File: src/rtl/io_responder_pkg.sv
// io_pkg: I/O port map, status bit positions and FIFO state encoding.
// Rev 1.0
`default_nettype none

package io_pkg;

  localparam logic [7:0] ID_SW    = 8'h20;
  localparam logic [7:0] ID_FDATA = 8'h30;
  localparam logic [7:0] ID_FSTAT = 8'h31;
  localparam logic [7:0] ID_LED   = 8'h40;
  localparam logic [7:0] ID_SSEG  = 8'h81;

  localparam int STAT_EMPTY = 0;
  localparam int STAT_FULL  = 1;
  localparam int STAT_UNDF  = 2;

  typedef logic [1:0] fifo_state_t;
  localparam fifo_state_t FS_EMPTY   = 2'd0;
  localparam fifo_state_t FS_PARTIAL = 2'd1;
  localparam fifo_state_t FS_FULL    = 2'd2;

endpackage

`default_nettype wire

File: src/rtl/io_responder_if.sv
// io_responder_if: MCU I/O bus plus board-side signals of the I/O responder.
// Rev 1.0
`default_nettype none

interface io_responder_if;
  logic [7:0] port_id;
  logic [7:0] out_port;
  logic       io_strb;
  logic       io_rd;
  logic [7:0] in_port;
  logic [7:0] switches;
  logic [7:0] ext_data;
  logic       ext_valid;
  logic       ext_ready;
  logic [7:0] leds;
  logic [7:0] sseg;
  logic       int_req;

  modport slave (
    input  port_id, out_port, io_strb, io_rd, switches, ext_data, ext_valid,
    output in_port, ext_ready, leds, sseg, int_req
  );

  modport master (
    output port_id, out_port, io_strb, io_rd, switches, ext_data, ext_valid,
    input  in_port, ext_ready, leds, sseg, int_req
  );
endinterface

`default_nettype wire

File: src/rtl/io_responder_sync_fifo.sv
// sync_fifo: single-clock FIFO with EMPTY/PARTIAL/FULL state tracked alongside the count.
// Rev 1.0
`default_nettype none

module sync_fifo
  import io_pkg::*;
#(
  parameter int WIDTH = 8,
  parameter int DEPTH = 8,
  localparam int AW   = $clog2(DEPTH),
  localparam int CW   = AW + 1
) (
  input  logic             clk,
  input  logic             rst,
  input  logic             i_push,
  input  logic [WIDTH-1:0] i_data,
  input  logic             i_pop,
  output logic [WIDTH-1:0] o_head,
  output logic             o_full,
  output logic             o_empty,
  output logic [CW-1:0]    o_count,
  output logic [CW-1:0]    o_count_nxt
);

  logic [WIDTH-1:0] r_mem [DEPTH];
  logic [AW-1:0]    r_wr_ptr;
  logic [AW-1:0]    r_rd_ptr;
  logic [CW-1:0]    r_count;
  fifo_state_t      r_state;
  fifo_state_t      w_state_nxt;
  logic             w_push_ok;
  logic             w_pop_ok;
  logic [CW-1:0]    w_count_nxt;

  assign w_push_ok   = i_push & (r_state != FS_FULL);
  assign w_pop_ok    = i_pop  & (r_state != FS_EMPTY);
  assign w_count_nxt = r_count + CW'(w_push_ok) - CW'(w_pop_ok);

  always_ff @(posedge clk or posedge rst) begin
    if (rst) begin
      r_wr_ptr <= '0;
      r_rd_ptr <= '0;
      r_count  <= '0;
      r_state  <= FS_EMPTY;
    end else begin
      if (w_push_ok) r_wr_ptr <= r_wr_ptr + AW'(1);
      if (w_pop_ok)  r_rd_ptr <= r_rd_ptr + AW'(1);
      r_count <= w_count_nxt;
      r_state <= w_state_nxt;
    end
  end

  // Storage is not reset: contents are only ever read behind a valid count.
  always_ff @(posedge clk) begin
    if (w_push_ok) r_mem[r_wr_ptr] <= i_data;
  end

  always_comb begin
    w_state_nxt = FS_PARTIAL;
    if (w_count_nxt == '0)
      w_state_nxt = FS_EMPTY;
    else if (w_count_nxt == CW'(DEPTH))
      w_state_nxt = FS_FULL;
  end

  always_comb begin
    o_full  = (r_state == FS_FULL);
    o_empty = (r_state == FS_EMPTY);
  end

  assign o_head      = r_mem[r_rd_ptr];
  assign o_count     = r_count;
  assign o_count_nxt = w_count_nxt;

endmodule

`default_nettype wire

File: src/rtl/io_responder.sv
// io_responder: MCU-side I/O peripheral with LED/7-seg registers, switch input and a byte FIFO.
// Rev 1.0
`default_nettype none

module io_responder
  import io_pkg::*;
#(
  parameter int DEPTH = 8
) (
  input  logic           clk,
  input  logic           rst,
  io_responder_if.slave  bus
);

  localparam int CW = $clog2(DEPTH) + 1;

  logic [7:0]    r_leds;
  logic [7:0]    r_sseg;
  logic [7:0]    r_sw_meta;
  logic [7:0]    r_sw_sync;
  logic          r_underflow;
  logic          r_int_req;
  logic [7:0]    w_head;
  logic          w_full;
  logic          w_empty;
  logic [CW-1:0] w_count;
  logic [CW-1:0] w_count_nxt;
  logic [7:0]    w_count8;
  logic          w_push;
  logic          w_pop_req;
  logic          w_ready;
  logic [7:0]    w_status;
  logic [7:0]    w_in_port;

  assign w_ready   = (w_count != CW'(DEPTH));
  assign w_push    = bus.ext_valid & w_ready;
  assign w_pop_req = bus.io_rd & (bus.port_id == ID_FDATA);
  assign w_count8  = 8'(w_count);

  sync_fifo #(
    .WIDTH (8),
    .DEPTH (DEPTH)
  ) u_fifo (
    .clk         (clk),
    .rst         (rst),
    .i_push      (w_push),
    .i_data      (bus.ext_data),
    .i_pop       (w_pop_req),
    .o_head      (w_head),
    .o_full      (w_full),
    .o_empty     (w_empty),
    .o_count     (w_count),
    .o_count_nxt (w_count_nxt)
  );

  always_ff @(posedge clk or posedge rst) begin
    if (rst) begin
      r_leds      <= '0;
      r_sseg      <= '0;
      r_sw_meta   <= '0;
      r_sw_sync   <= '0;
      r_underflow <= 1'b0;
      r_int_req   <= 1'b0;
    end else begin
      r_sw_meta <= bus.switches;
      r_sw_sync <= r_sw_meta;
      r_int_req <= (w_count_nxt != '0);
      if (bus.io_strb && bus.port_id == ID_LED)  r_leds <= bus.out_port;
      if (bus.io_strb && bus.port_id == ID_SSEG) r_sseg <= bus.out_port;
      // A fresh underflow wins over a coincident write-1-to-clear.
      if (w_pop_req && w_empty)
        r_underflow <= 1'b1;
      else if (bus.io_strb && bus.port_id == ID_FSTAT && bus.out_port[STAT_UNDF])
        r_underflow <= 1'b0;
    end
  end

  always_comb begin
    w_status             = {w_count8[3:0], 4'b0000};
    w_status[STAT_EMPTY] = w_empty;
    w_status[STAT_FULL]  = w_full;
    w_status[STAT_UNDF]  = r_underflow;
  end

  always_comb begin
    w_in_port = 8'h00;
    case (bus.port_id)
      ID_SW:    w_in_port = r_sw_sync;
      ID_FDATA: w_in_port = w_empty ? 8'h00 : w_head;
      ID_FSTAT: w_in_port = w_status;
      default:  w_in_port = 8'h00;
    endcase
  end

  assign bus.in_port   = w_in_port;
  assign bus.ext_ready = w_ready;
  assign bus.leds      = r_leds;
  assign bus.sseg      = r_sseg;
  assign bus.int_req   = r_int_req;

endmodule

`default_nettype wire

File: src/flat_wrapper.sv
// flat-port wrapper written by rule: the top's interface ports become plain ports
module io_responder_flat import io_pkg::*;
#(
  parameter int DEPTH = 8
)
  (clk, rst, bus_port_id, bus_out_port, bus_io_strb, bus_io_rd, bus_switches, bus_ext_data, bus_ext_valid, bus_in_port, bus_ext_ready, bus_leds, bus_sseg, bus_int_req);
  io_responder_if bus_i ();
  input  logic clk;
  input  logic rst;
  input wire logic [$bits(bus_i.port_id)-1:0] bus_port_id;
  input wire logic [$bits(bus_i.out_port)-1:0] bus_out_port;
  input wire logic [$bits(bus_i.io_strb)-1:0] bus_io_strb;
  input wire logic [$bits(bus_i.io_rd)-1:0] bus_io_rd;
  input wire logic [$bits(bus_i.switches)-1:0] bus_switches;
  input wire logic [$bits(bus_i.ext_data)-1:0] bus_ext_data;
  input wire logic [$bits(bus_i.ext_valid)-1:0] bus_ext_valid;
  output wire logic [$bits(bus_i.in_port)-1:0] bus_in_port;
  output wire logic [$bits(bus_i.ext_ready)-1:0] bus_ext_ready;
  output wire logic [$bits(bus_i.leds)-1:0] bus_leds;
  output wire logic [$bits(bus_i.sseg)-1:0] bus_sseg;
  output wire logic [$bits(bus_i.int_req)-1:0] bus_int_req;
  assign bus_i.port_id = bus_port_id;
  assign bus_i.out_port = bus_out_port;
  assign bus_i.io_strb = bus_io_strb;
  assign bus_i.io_rd = bus_io_rd;
  assign bus_i.switches = bus_switches;
  assign bus_i.ext_data = bus_ext_data;
  assign bus_i.ext_valid = bus_ext_valid;
  assign bus_in_port = bus_i.in_port;
  assign bus_ext_ready = bus_i.ext_ready;
  assign bus_leds = bus_i.leds;
  assign bus_sseg = bus_i.sseg;
  assign bus_int_req = bus_i.int_req;
  io_responder #(.DEPTH(DEPTH)) u_core (.clk(clk), .rst(rst), .bus(bus_i));
endmodule
File: config.mk
export PLATFORM = sky130hd
export DESIGN_NAME = io_responder_flat
export DESIGN_NICKNAME = d
export VERILOG_FILES = /design/src/rtl/io_responder_pkg.sv /design/src/rtl/io_responder_if.sv /design/src/rtl/io_responder_sync_fifo.sv /design/src/rtl/io_responder.sv /design/src/flat_wrapper.sv
export SDC_FILE = /design/constraint.sdc
export NUM_CORES = 1
export LEC_CHECK = 0
export CORE_UTILIZATION = 46
export CTS_CLUSTER_DIAMETER = 100
export DETAILED_ROUTE_END_ITERATION = 8
export HOLD_SLACK_MARGIN = 0.02
export PLACE_DENSITY = 0.69
export SLEW_MARGIN = 25
export SYNTH_ARGS = -nofsm -noshare
export SYNTH_HDL_FRONTEND = slang
export SYNTH_SLANG_ARGS = --single-unit
File: constraint.sdc
create_clock -name clk -period 3.42 [get_ports clk]
set_input_delay 0.342 -clock clk [delete_from_list [all_inputs] [get_ports clk]]
set_output_delay 0.342 -clock clk [all_outputs]
set_load 0.1 [all_outputs]
* Word level (Yosys, flattened, before mapping)
Memories as Yosys holds them, arrays and structs flattened.
Cells that the tools add are included.
** Storage, ports and cells
- Input bits :: 37
- Memories kept :: 1
- Logic and storage cells :: 46
- Memory bits (writable) :: 64
- Register bits after elaboration :: 46
- Memory bits (read-only) :: 0
- Latch bits :: 0
- Output and inout bits :: 26
** Operators by class
- Div/mod/pow operators :: 0
- Reductions and logical operators :: 10
- $lt $le $gt $ge :: 0
- $add $sub $neg :: 4
- Equality and inequality tests :: 9
- Bitwise logic cells :: 4
- Shifts and indexed selects :: 0
- Mux-type cells :: 8
- Multipliers :: 0
** Memories
- u_core.u_fifo.r_mem :: words 8, width 8, rd ports 1, clocked after Yosys merged registers in 0, write ports 1, RTL line io_responder_sync_fifo.sv:25 : logic [WIDTH-1:0] r_mem [DEPTH];
** Operators with widths (count)
- 8-bit by 6-bit equality test with 1-bit output, second input constant :: 3
- 8-bit case mux with 3 select lines :: 1
- 8-bit by 7-bit equality test with 1-bit output, second input constant :: 1
- 8-bit equality test, second input constant :: 1
- 8-bit 2-to-1 mux :: 1
- 3-bit by 1-bit adder with 3-bit output, second input constant :: 2
- 1-bit logical AND :: 5
- 4-bit by 1-bit adder with 4-bit output :: 1
- 1-bit bitwise AND :: 4
- 4-bit equality test, second input constant :: 1
- 4-bit zero test :: 1
- 1-bit 2-to-1 mux :: 4
- 2-bit 2-to-1 mux :: 2
- 4-bit != test, second input constant :: 1
- 2-bit nonzero test :: 2
- 4-bit nonzero test :: 1
- 4-bit by 1-bit subtractor with 4-bit output :: 1
- 2-bit equality test, second input constant :: 1
- 2-bit zero test :: 1
- 2-bit != test, second input constant :: 1

* Logic depth before layout (Yosys ltp)
Gate-level depths: netlist (run 1).
- Depth after elaboration :: 8
- Mapped depth :: 13
- Depth with buffers taken out :: 13

* Modules after synthesis
A second synthesis (run 1) with hierarchy kept.
** Second synthesis, totals
- Cells, all modules :: 249
- Area, all modules :: 4489.3 µm²
** Modules (own cells, without submodules)
- sync_fifo :: seq. area each 2222.1 µm², cells an instance 155, area an instance 3118.0 µm², instances 1
- io_responder :: seq. area each 850.8 µm², cells an instance 94, area an instance 1371.3 µm², instances 1

* Worst setup path before layout (run 1)
OpenSTA, ideal clock, no wires.
- Kind :: reg2reg
- Start point :: register u_core.u_fifo.r_count[2], in the netlist u_core.u_fifo.o_count[2]
- End point :: register u_core.r_int_req, in the netlist u_core.bus.int_req
- Data required time :: 3.294 ns
- Cell stages (with the launch flop) :: 14
- Slack :: 0.149 ns
- Data arrival time :: 3.145 ns
- Path buffers :: 0
- Cell sequence :: dfrtp_1 inv_1 ha_1 or3b_2 and3_1 inv_1 ha_1 inv_1 ha_1 inv_1 fa_1 inv_1 or3_1 nand2b_1
** On the way
- Word-level cells in the longest chain between the ends :: 6
** Ends and longest elaborated chain
- from (decl) :: RTL line io_responder_sync_fifo.sv:28 : logic [CW-1:0] r_count;
- from (signal assigned) :: RTL line io_responder_sync_fifo.sv:48 : r_count <= w_count_nxt;
- 4-bit != test :: RTL line io_responder.sv:35 : assign w_ready = (w_count != CW'(DEPTH));
- net bus_ext_ready :: RTL line flat_wrapper.sv:18 : output wire logic [$bits(bus_i.ext_ready)-1:0] bus_ext_ready;
- 1-bit bitwise AND :: RTL line io_responder.sv:36 : assign w_push = bus.ext_valid & w_ready;
- 1-bit bitwise AND :: RTL line io_responder_sync_fifo.sv:35 : assign w_push_ok = i_push & (r_state != FS_FULL);
- 4-bit by 1-bit adder with 4-bit output :: RTL line io_responder_sync_fifo.sv:37 : assign w_count_nxt = r_count + CW'(w_push_ok) - CW'(w_pop_ok);
- 4-bit by 1-bit subtractor with 4-bit output :: RTL line io_responder_sync_fifo.sv:37
- net u_core.u_fifo.o_count_nxt[1] :: RTL line io_responder_sync_fifo.sv:22 : output logic [CW-1:0] o_count_nxt
- 4-bit nonzero test :: RTL line io_responder.sv:67 : r_int_req <= (w_count_nxt != '0);
- to (signal assigned) :: RTL line io_responder.sv:67
- to (decl) :: RTL line io_responder.sv:22 : logic r_int_req;
The timed path passes the listed nets, and every way through them passes these cells.
A chain may end at the register's enable or synchronous reset.

* Final worst setup path (run 1)
- Start point :: register u_core.u_fifo.r_count[2], in the netlist u_core.u_fifo.o_count[2]
- End point :: register u_core.r_int_req, in the netlist u_core.bus.int_req
** On the way
- Word-level cells in the longest chain between the ends :: 6
** Ends and longest elaborated chain (RTL line)
- 4-bit != test :: io_responder.sv:35
- 1-bit bitwise AND :: io_responder.sv:36
- 1-bit bitwise AND :: io_responder_sync_fifo.sv:35
- 4-bit by 1-bit adder with 4-bit output :: io_responder_sync_fifo.sv:37
- 4-bit by 1-bit subtractor with 4-bit output :: io_responder_sync_fifo.sv:37
- net u_core.u_fifo.o_count_nxt[1] :: io_responder_sync_fifo.sv:22
- 4-bit nonzero test :: io_responder.sv:67
The timed path passes the listed nets, and every way through them passes these cells.

==> summary.txt, run 1 <==
Floorplan
  • Die H: 99.04 um
  • Floorplan row count: 35
  • Core area: 9196 um2
  • Top-level port count: 63
  • Die W: 99.04 um
  • Die ar.: 9809 um2
  • Initial Util: 47.10%

GRT
  • Initial antenna violation count: 0
  • Gr usage total: 18.24%
  • Largest net degree at the start of global routing: 47
  • First-pass GRT wire length: 12,970 um
  • Vias in the first global route: 2,450
  • Grt ovf: 0

Finish
  • Final Instance Area: 5439 um2
  • Fillers: 699
  • Fin nets: 366
  • Area Growth Syn to Fin: 25.56%
  • Diode count: 0
  • Layout cells sized above 1: 23.93%

Worst setup path
  • Crit Path Max Fanout: 5
  • Cell repeated most along the worst path: inv_1
  • Cell Chain, Critical Path: inv_1, ha_1, or3b_2, and3_1, inv_1, ha_1, inv_1, ha_1, inv_1, fa_1, inv_1, or3_1, nand2b_1
  • CP Data Required Time: 3.67 ns
  • CP arrival: 3.41 ns
  • Worst Setup Start Kind: flop
  • CP peak stage delay: 0.47 ns
  • Crit path kind: reg2reg
  • Setup crit end kind: flop
  • Worst path slowest cell: fa_1

Yosys
  • Syn nets: 287
  • Synth area leaders: edfxtp_1 44%, dfrtp_1 27%, mux4_2 8.3%
  • Register area share after synthesis: 70.94%
  • FF+latch count, synth: 110
  • Post-synth top area share: 44.37%
  • Post-synthesis cell area: 4332 um2
  • Syn. warnings: 0
  • Synth Instances: 242
  • Synthesized area per cell: 17.90 um2
  • Unique masters post-synth: 36
  • Top cell type by total area after synthesis: edfxtp_1

Clock network
  • CTS clock-pin slew for the worst setup and hold paths: 0.11 ns
  • Post-CTS Setup Bufs: 0
  • Clock buffer depth: 2
  • CTS tree: yes
  • CTS Buf Count: 9
  • CTS H-tree lvls: 3
  • Worst-Skew Late Latency: 0.36 ns
  • CTS Sinks: 110
  • Post-CTS Hold Buffers: 0
  • Root Driver: clkbuf_8
  • PostCTS Resize Cnt: 0

Place
  • Hpwl dp: 5813 um
  • GPL Wtd Cong: 0.7289
  • Area after DPL: 5226 um2
  • Port Buffer Count: 62

Power
  • Power Dens Cells: 579.0 nW/um2
  • Leakage: 0.002047 uW
  • VDD IR max: 266.7 uV

Detailed routing
  • Drt total wl: 8057 um
  • Initial drt markers: 101
  • Vias: 2,324
  • Via-to-Cell Ratio: 5.318
  • Antenna Nets Post-Route: 0
  • Pre-antenna DRT Iters: 4
  • Residual DRC: 0
  • Drt wl/cell: 18.44 um

Timing
  • Setup TNS Final: 0 ns
  • Final worst-path cycle share: 92.46%
  • Pin slew with the least headroom to its limit: 0.9912 ns
  • Endpoints failing setup: 0
  • Slew HR: 33.71%
  • Min Tclk post-route: 3.162 ns
  • Slew Limit Fails: 0
  • Final Skew: 0.009867 ns
  • F_max: 0.3163 GHz
  • RSZ-0062 raised after global routing: false
  • Final Hold Viols: 0

Min path
  • Hold WC Path Type: reg2reg

Flow run
  • Max-cap violations: 0

Outcome
  • Status: completed
## flip-flops by register name, indices dropped and copies added (netlist names)
register / flops
u_core.u_fifo.r_mem: 64
u_core.bus.leds: 8
u_core.bus.sseg: 8
u_core.r_sw_meta: 8
u_core.r_sw_sync: 8
u_core.u_fifo.o_count: 4
u_core.u_fifo.r_rd_ptr: 3
u_core.u_fifo.r_wr_ptr: 3
u_core.u_fifo.r_state: 2
u_core.bus.int_req: 1
u_core.r_underflow: 1
## path summary, 6_finish.rpt
check / start / endpoint / slack [ns] / cells past startpoint
max: u_core.u_fifo.o_count[2]$_DFF_PP0_ / u_core.bus.int_req$_DFF_PP0_ / 0.26 / 13
min: u_core.r_sw_meta[6]$_DFF_PP0_ / u_core.r_sw_sync[6]$_DFF_PP0_ / 0.36 / 0
max reg2reg: u_core.u_fifo.o_count[2]$_DFF_PP0_ / u_core.bus.int_req$_DFF_PP0_ / 0.26 / 13
min reg2reg: u_core.r_sw_meta[6]$_DFF_PP0_ / u_core.r_sw_sync[6]$_DFF_PP0_ / 0.36 / 0
max in group asynchronous: rst / u_core.u_fifo.r_rd_ptr[2]$_DFFE_PP0P_ / 2.55 / 2
min in group asynchronous: rst / u_core.u_fifo.r_state[1]$_DFF_PP0_ / 0.41 / 2
## per-layer routing
layer / track usage (%) / vias up / routed length (um)
met5: 0 / - / 0
li1: - / 1070 / -
met4: 6.200 / 0 / 95
met1: 24.38 / 1180 / 3732
met3: 3.262 / 8 / 286
met2: 30.39 / 66 / 3942
## cell usage in the layout, fill, tap and decap left out, types with 2 or more instances in the layout
cell	instances
a22oi_1	6
buf_12	8
buf_4	14
clkbuf_8	9
clkdlybuf4s50_1	54
clkinv_4	2
dfrtp_1	46
edfxtp_1	64
ha_1	7
inv_1	8
inv_6	2
inv_8	2
mux2_2	17
mux2i_1	8
mux4_2	16
nand2_1	11
nand2b_1	6
nor2_1	11
nor3_1	3
o21ai_1	7
or3_1	2
xnor2_1	3
xor2_1	2
## where the power goes
| group | internal [uW] | leakage, uW | switching, uW | total, uW |
|---|---|---|---|---|
| Clock | 357 | 0.000108 | 455 | 812 |
| Sequential | 1600 | 0.00116 | 83.3 | 1680 |
| Combinational | 261 | 0.000780 | 396 | 658 |
| Total | 2210 | 0.00205 | 935 | 3150 |
## synthesized netlist by cell type
cell and instances:
a32o_1 1, or4bb_4 1, nor2_1 11, xor2_1 2
or4b_2 1, nor4b_4 1, mux2_2 17, fa_1 1
o21ai_1 7, nor3_4 1, mux2i_1 8, or4_1 1
a211o_1 1, mux4_2 16, nor3b_1 1, dfrtp_1 46
nand2_1 11, a21oi_1 1, buf_1 1, clkbuf_1 1
a21o_1 1, buf_6 2, ha_1 7, xnor2_1 3
buf_2 4, a22oi_1 6, nand2b_1 6, edfxtp_1 64
nand4bb_1 1, nor4_4 1, and3_1 1, or3b_2 1
nand3_1 1, or3_1 2, inv_1 9, nor3_1 3
## through the flow
stage / hold WS, ns / total power (uW) / util (%) / setup slack, ns / std cells
global placement: 0.3358 / 2348 / 56.83 / 0.08097 / 421
floorplan: 0.3312 / 2129 / - / 0.1491 / 242
finish: 0.3557 / 3149 / 59.14 / 0.2580 / 437
global route: 0.3601 / 3307 / 59.14 / 0.08240 / 437
CTS: 0.3541 / 3181 / 59.13 / 0.2526 / 437
detailed placement: 0.3347 / 2372 / 56.83 / -0.003382 / 421
## kinds of logic (layout without fill, tap and decap cells)
kind of cell | count (synthesis) | count (layout) | synth area share, %
AO/OA/AOI/OAI | 17 | 17 | 2.571
XOR/XNOR | 5 | 5 | 1.011
adder cells (fa/ha/maj) | 8 | 8 | 2.484
buffers and inverters | 17 | 101 | 1.935
flip-flops | 110 | 110 | 70.94
multiplexers | 41 | 41 | 14.59
AND/OR/NAND/NOR | 44 | 44 | 6.470
## critical path, delay by kind of cell, from the launching register on
kind / cells / cell delay [ns]
AND/OR/NAND/NOR: 4 / 1.24
adder cells (fa/ha/maj): 4 / 1.01
flip-flops: 1 / 0.42
buffers and inverters: 5 / 0.40
## cell type report
class	count	area, um2	share of cell area, %
Clock buffer	9	123.9	2.277
Clock inverter	7	87.58	1.610
Inverter	9	35.03	0.6441
Multi-Input combinational cell	115	1175	21.60
Sequential cell	110	3073	56.50
Tap cell	111	138.9	2.553
Timing Repair Buffer	76	805.8	14.81
(Power assumes the default switching activity.)
==> inputs of run 2 (changes only) <==
--- a/config.mk
+++ b/config.mk
@@ -8,7 +8,7 @@
 export CORE_UTILIZATION = 46
 export CTS_CLUSTER_DIAMETER = 100
 export DETAILED_ROUTE_END_ITERATION = 8
-export HOLD_SLACK_MARGIN = 0.02
+export HOLD_SLACK_MARGIN = 0.1
 export PLACE_DENSITY = 0.69
 export SLEW_MARGIN = 25
 export SYNTH_ARGS = -nofsm -noshare
==> results of run 2 <==
The final DEF is identical to that of run 1; final timing and power are the same.
==> inputs of run 3 (changes only) <==
--- a/config.mk
+++ b/config.mk
@@ -5,11 +5,12 @@
 export SDC_FILE = /design/constraint.sdc
 export NUM_CORES = 1
 export LEC_CHECK = 0
-export CORE_UTILIZATION = 46
+export ABC_CLOCK_PERIOD_IN_PS = 3420
+export CORE_UTILIZATION = 50
 export CTS_CLUSTER_DIAMETER = 100
 export DETAILED_ROUTE_END_ITERATION = 8
 export HOLD_SLACK_MARGIN = 0.1
-export PLACE_DENSITY = 0.69
+export PLACE_DENSITY = 0.74
 export SLEW_MARGIN = 25
 export SYNTH_ARGS = -nofsm -noshare
 export SYNTH_HDL_FRONTEND = slang
==> run 3 against run 2 <==
Wire length fell by 2.7%. Critical path depth is the same. Worst hold slack gained 0.0015 ns. Global-route usage is 0.90 points higher. Sequential share of layout area is 0.27 points higher. Clock skew is 0.0020 ns higher. Design area fell by 0.48%. Utilization grew 6.1 points. Total power is 1.9% lower. Critical path type unchanged. Largest power group unchanged. Highest routed layer unchanged.
==> summary.txt, run 3 (synthesis gave the netlist of run 1 again) <==
Outcome
  • Status: completed (unchanged)

Clock network
  • CTS clock-pin slew for the worst setup and hold paths: 0.10 ns (was 0.11 ns)
  • CTS Sinks: 110 (unchanged)
  • Post-CTS Hold Buffers: 0 (unchanged)
  • Worst-Skew Late Latency: 0.36 ns (about the same)
  • Root Driver: clkbuf_8 (unchanged)
  • CTS Buf Count: 9 (unchanged)
  • CTS tree: yes (unchanged)
  • CTS H-tree lvls: 3 (unchanged)
  • Clock buffer depth: 2 (unchanged)
  • PostCTS Resize Cnt: 0 (unchanged)
  • Post-CTS Setup Bufs: 0 (unchanged)

Detailed routing
  • Vias: 2,323 (was 2,324)
  • Initial drt markers: 99 (was 101)
  • Pre-antenna DRT Iters: 4 (unchanged)
  • Drt total wl: 7837 um (was 8057 um)
  • Residual DRC: 0 (unchanged)
  • Via-to-Cell Ratio: 5.402 (was 5.318)
  • Drt wl/cell: 18.23 um (was 18.44 um)
  • Antenna Nets Post-Route: 0 (unchanged)

Worst setup path
  • Reg2Reg Launch Point: u_core.u_fifo.o_count[2]$_DFF_PP0_ (unchanged)
  • Worst Setup Start Kind: flop (unchanged)
  • Worst r2r dst: u_core.bus.int_req$_DFF_PP0_ (unchanged)
  • Crit path kind: reg2reg (unchanged)
  • Worst R2R Setup Slack: 0.21 ns (was 0.26 ns)
  • Crit Path Max Fanout: 5 (unchanged)
  • Setup crit end kind: flop (unchanged)
  • CP arrival: 3.46 ns (was 3.41 ns)
  • R2R cell count: 13 (unchanged)
  • CP Data Required Time: 3.67 ns (about the same)

Finish
  • Final Instance Area: 5413 um2 (was 5439 um2)
  • Diode count: 0 (unchanged)
  • Area Growth Syn to Fin: 24.96% (was 25.56%)
  • Max reg flops: 64 (unchanged)
  • Layout cells sized above 1: 22.77% (was 23.93%)
  • Largest Register: u_core.u_fifo.r_mem (unchanged)
  • Final Core Density: 65.22% (was 59.14%)
  • Leading cell type in the layout, fill and taps excluded: edfxtp_1 (unchanged)
  • Highest-count cells in the layout ignoring fill and taps: 64 x edfxtp_1, 54 x clkdlybuf4s50_1, 46 x dfrtp_1 (unchanged)
  • Fin nets: 365 (was 366)

Timing
  • Final worst-path cycle share: 93.97% (was 92.46%)
  • Final Skew: 0.01188 ns (was 0.009867 ns)
  • Final Hold Viols: 0 (unchanged)
  • Slew Limit Fails: 0 (unchanged)
  • F_max: 0.3111 GHz (was 0.3163 GHz)
  • Endpoints failing setup: 0 (unchanged)
  • Min Tclk post-route: 3.214 ns (was 3.162 ns)
  • RSZ-0062 raised after global routing: false (unchanged)
  • Pin slew with the least headroom to its limit: 0.9690 ns (was 0.9912 ns)
  • Slew HR: 35.19% (was 33.71%)
  • Final worst slack: 0.2061 ns (was 0.2580 ns)

Floorplan
  • Die H: 95.08 um (was 99.04 um)
  • Core area: 8299 um2 (was 9196 um2)
  • Top-level port count: 63 (unchanged)
  • Floorplan row count: 33 (was 35)
  • Die W: 95.08 um (was 99.04 um)
  • Initial Util: 52.19% (was 47.10%)
  • Die ar.: 9039 um2 (was 9809 um2)

Min path
  • Hold WC Path Type: reg2reg (unchanged)
  • Hold_sp: u_core.r_sw_meta[0]$_DFF_PP0_ (was u_core.r_sw_meta[6]$_DFF_PP0_)
  • Hold depth: 0 (unchanged)
  • Worst Hold Path EP: u_core.r_sw_sync[0]$_DFF_PP0_ (was u_core.r_sw_sync[6]$_DFF_PP0_)

GRT
  • Vias in the first global route: 2,281 (was 2,450)
  • Initial antenna violation count: 0 (unchanged)
  • First-pass GRT wire length: 12,190 um (was 12,970 um)
  • Gr usage total: 19.15% (was 18.24%)
  • Largest net degree at the start of global routing: 47 (unchanged)
  • Grt ovf: 0 (unchanged)

Flow run
  • Max-cap violations: 0 (unchanged)

Power
  • Power Dens Cells: 570.8 nW/um2 (was 579.0 nW/um2)
  • VDD IR max: 466.5 uV (was 266.7 uV)
  • Leakage: 0.002031 uW (was 0.002047 uW)

Place
  • Hpwl dp: 5690 um (was 5813 um)
  • Area after DPL: 5224 um2 (was 5226 um2)
  • Port Buffer Count: 62 (unchanged)
  • Pre-CTS setup slack: -0.05501 ns (was -0.003382 ns)
  • GPL Wtd Cong: 0.7509 (was 0.7289)
run 3: cell count changes in the layout (fill, tap and decap cells not counted):
cell,previous run,this run
buf_12,8,9
buf_4,14,12
clkbuf_1,0,1
clkinv_1,0,2
clkinv_2,1,2
clkinv_4,2,1
inv_6,2,1
inv_8,2,0
run 3: power breakdown:
group	total (uW)	internal (uW)	switching, uW
clock	745	337	407
sequential	1690	1600	88.7
combinational	660	261	398
run 3: through the flow:
step / TNS (ns) / hold slack, ns / cells / power, uW
floorplan: 0 / 0.3312 / 242 / 2129
global placement: 0 / 0.3321 / 414 / 2350
detailed placement: -0.05501 / 0.3347 / 414 / 2379
CTS: 0 / 0.3577 / 430 / 3110
global route: 0 / 0.3647 / 430 / 3236
finish: 0 / 0.3573 / 430 / 3090
run 3: worst max-delay path by stage:
stage	start	to	slack, ns	cells after the start
4_1_cts	u_core.u_fifo.o_count[2]$_DFF_PP0_	u_core.bus.int_req$_DFF_PP0_	0.21	13
6_report	u_core.u_fifo.o_count[2]$_DFF_PP0_	u_core.bus.int_req$_DFF_PP0_	0.21	13
3_3_place_gp	bus_port_id[1]	u_core.bus.int_req$_DFF_PP0_	0.01	11
5_1_grt	u_core.u_fifo.o_count[2]$_DFF_PP0_	u_core.bus.int_req$_DFF_PP0_	0.08	13
3_5_place_dp	bus_port_id[1]	u_core.bus.int_req$_DFF_PP0_	-0.06	11
2_1_floorplan	u_core.u_fifo.o_count[2]$_DFF_PP0_	u_core.bus.int_req$_DFF_PP0_	0.15	13
run 3: critical path, cell delays in order, from the launching register on:
cell      delay, ns
dfrtp_1        0.40
inv_1          0.09
ha_1           0.16
or3b_2         0.47
and3_1         0.25
inv_1          0.13
ha_1           0.25
inv_1          0.06
ha_1           0.17
inv_1          0.06
fa_1           0.47
inv_1          0.06
or3_1          0.38
nand2b_1       0.16
run 3: area by class of cell:
type	instances	area, um2
clock buffer	10	127.6
clock inverter	6	60.06
fill	616	2887
inverter	9	35.03
multi-input combinational	115	1175
sequential	110	3073
tap	105	131.4
timing repair buffer	75	810.8
run 3: layer usage:
metal / wire length, um / up-vias / global-route usage, %
li1: - / 1069 / -
met1: 3385 / 1179 / 25.47
met2: 4004 / 65 / 31.79
met3: 352 / 10 / 4.545
met4: 94 / 0 / 5.177
met5: 0 / - / 0
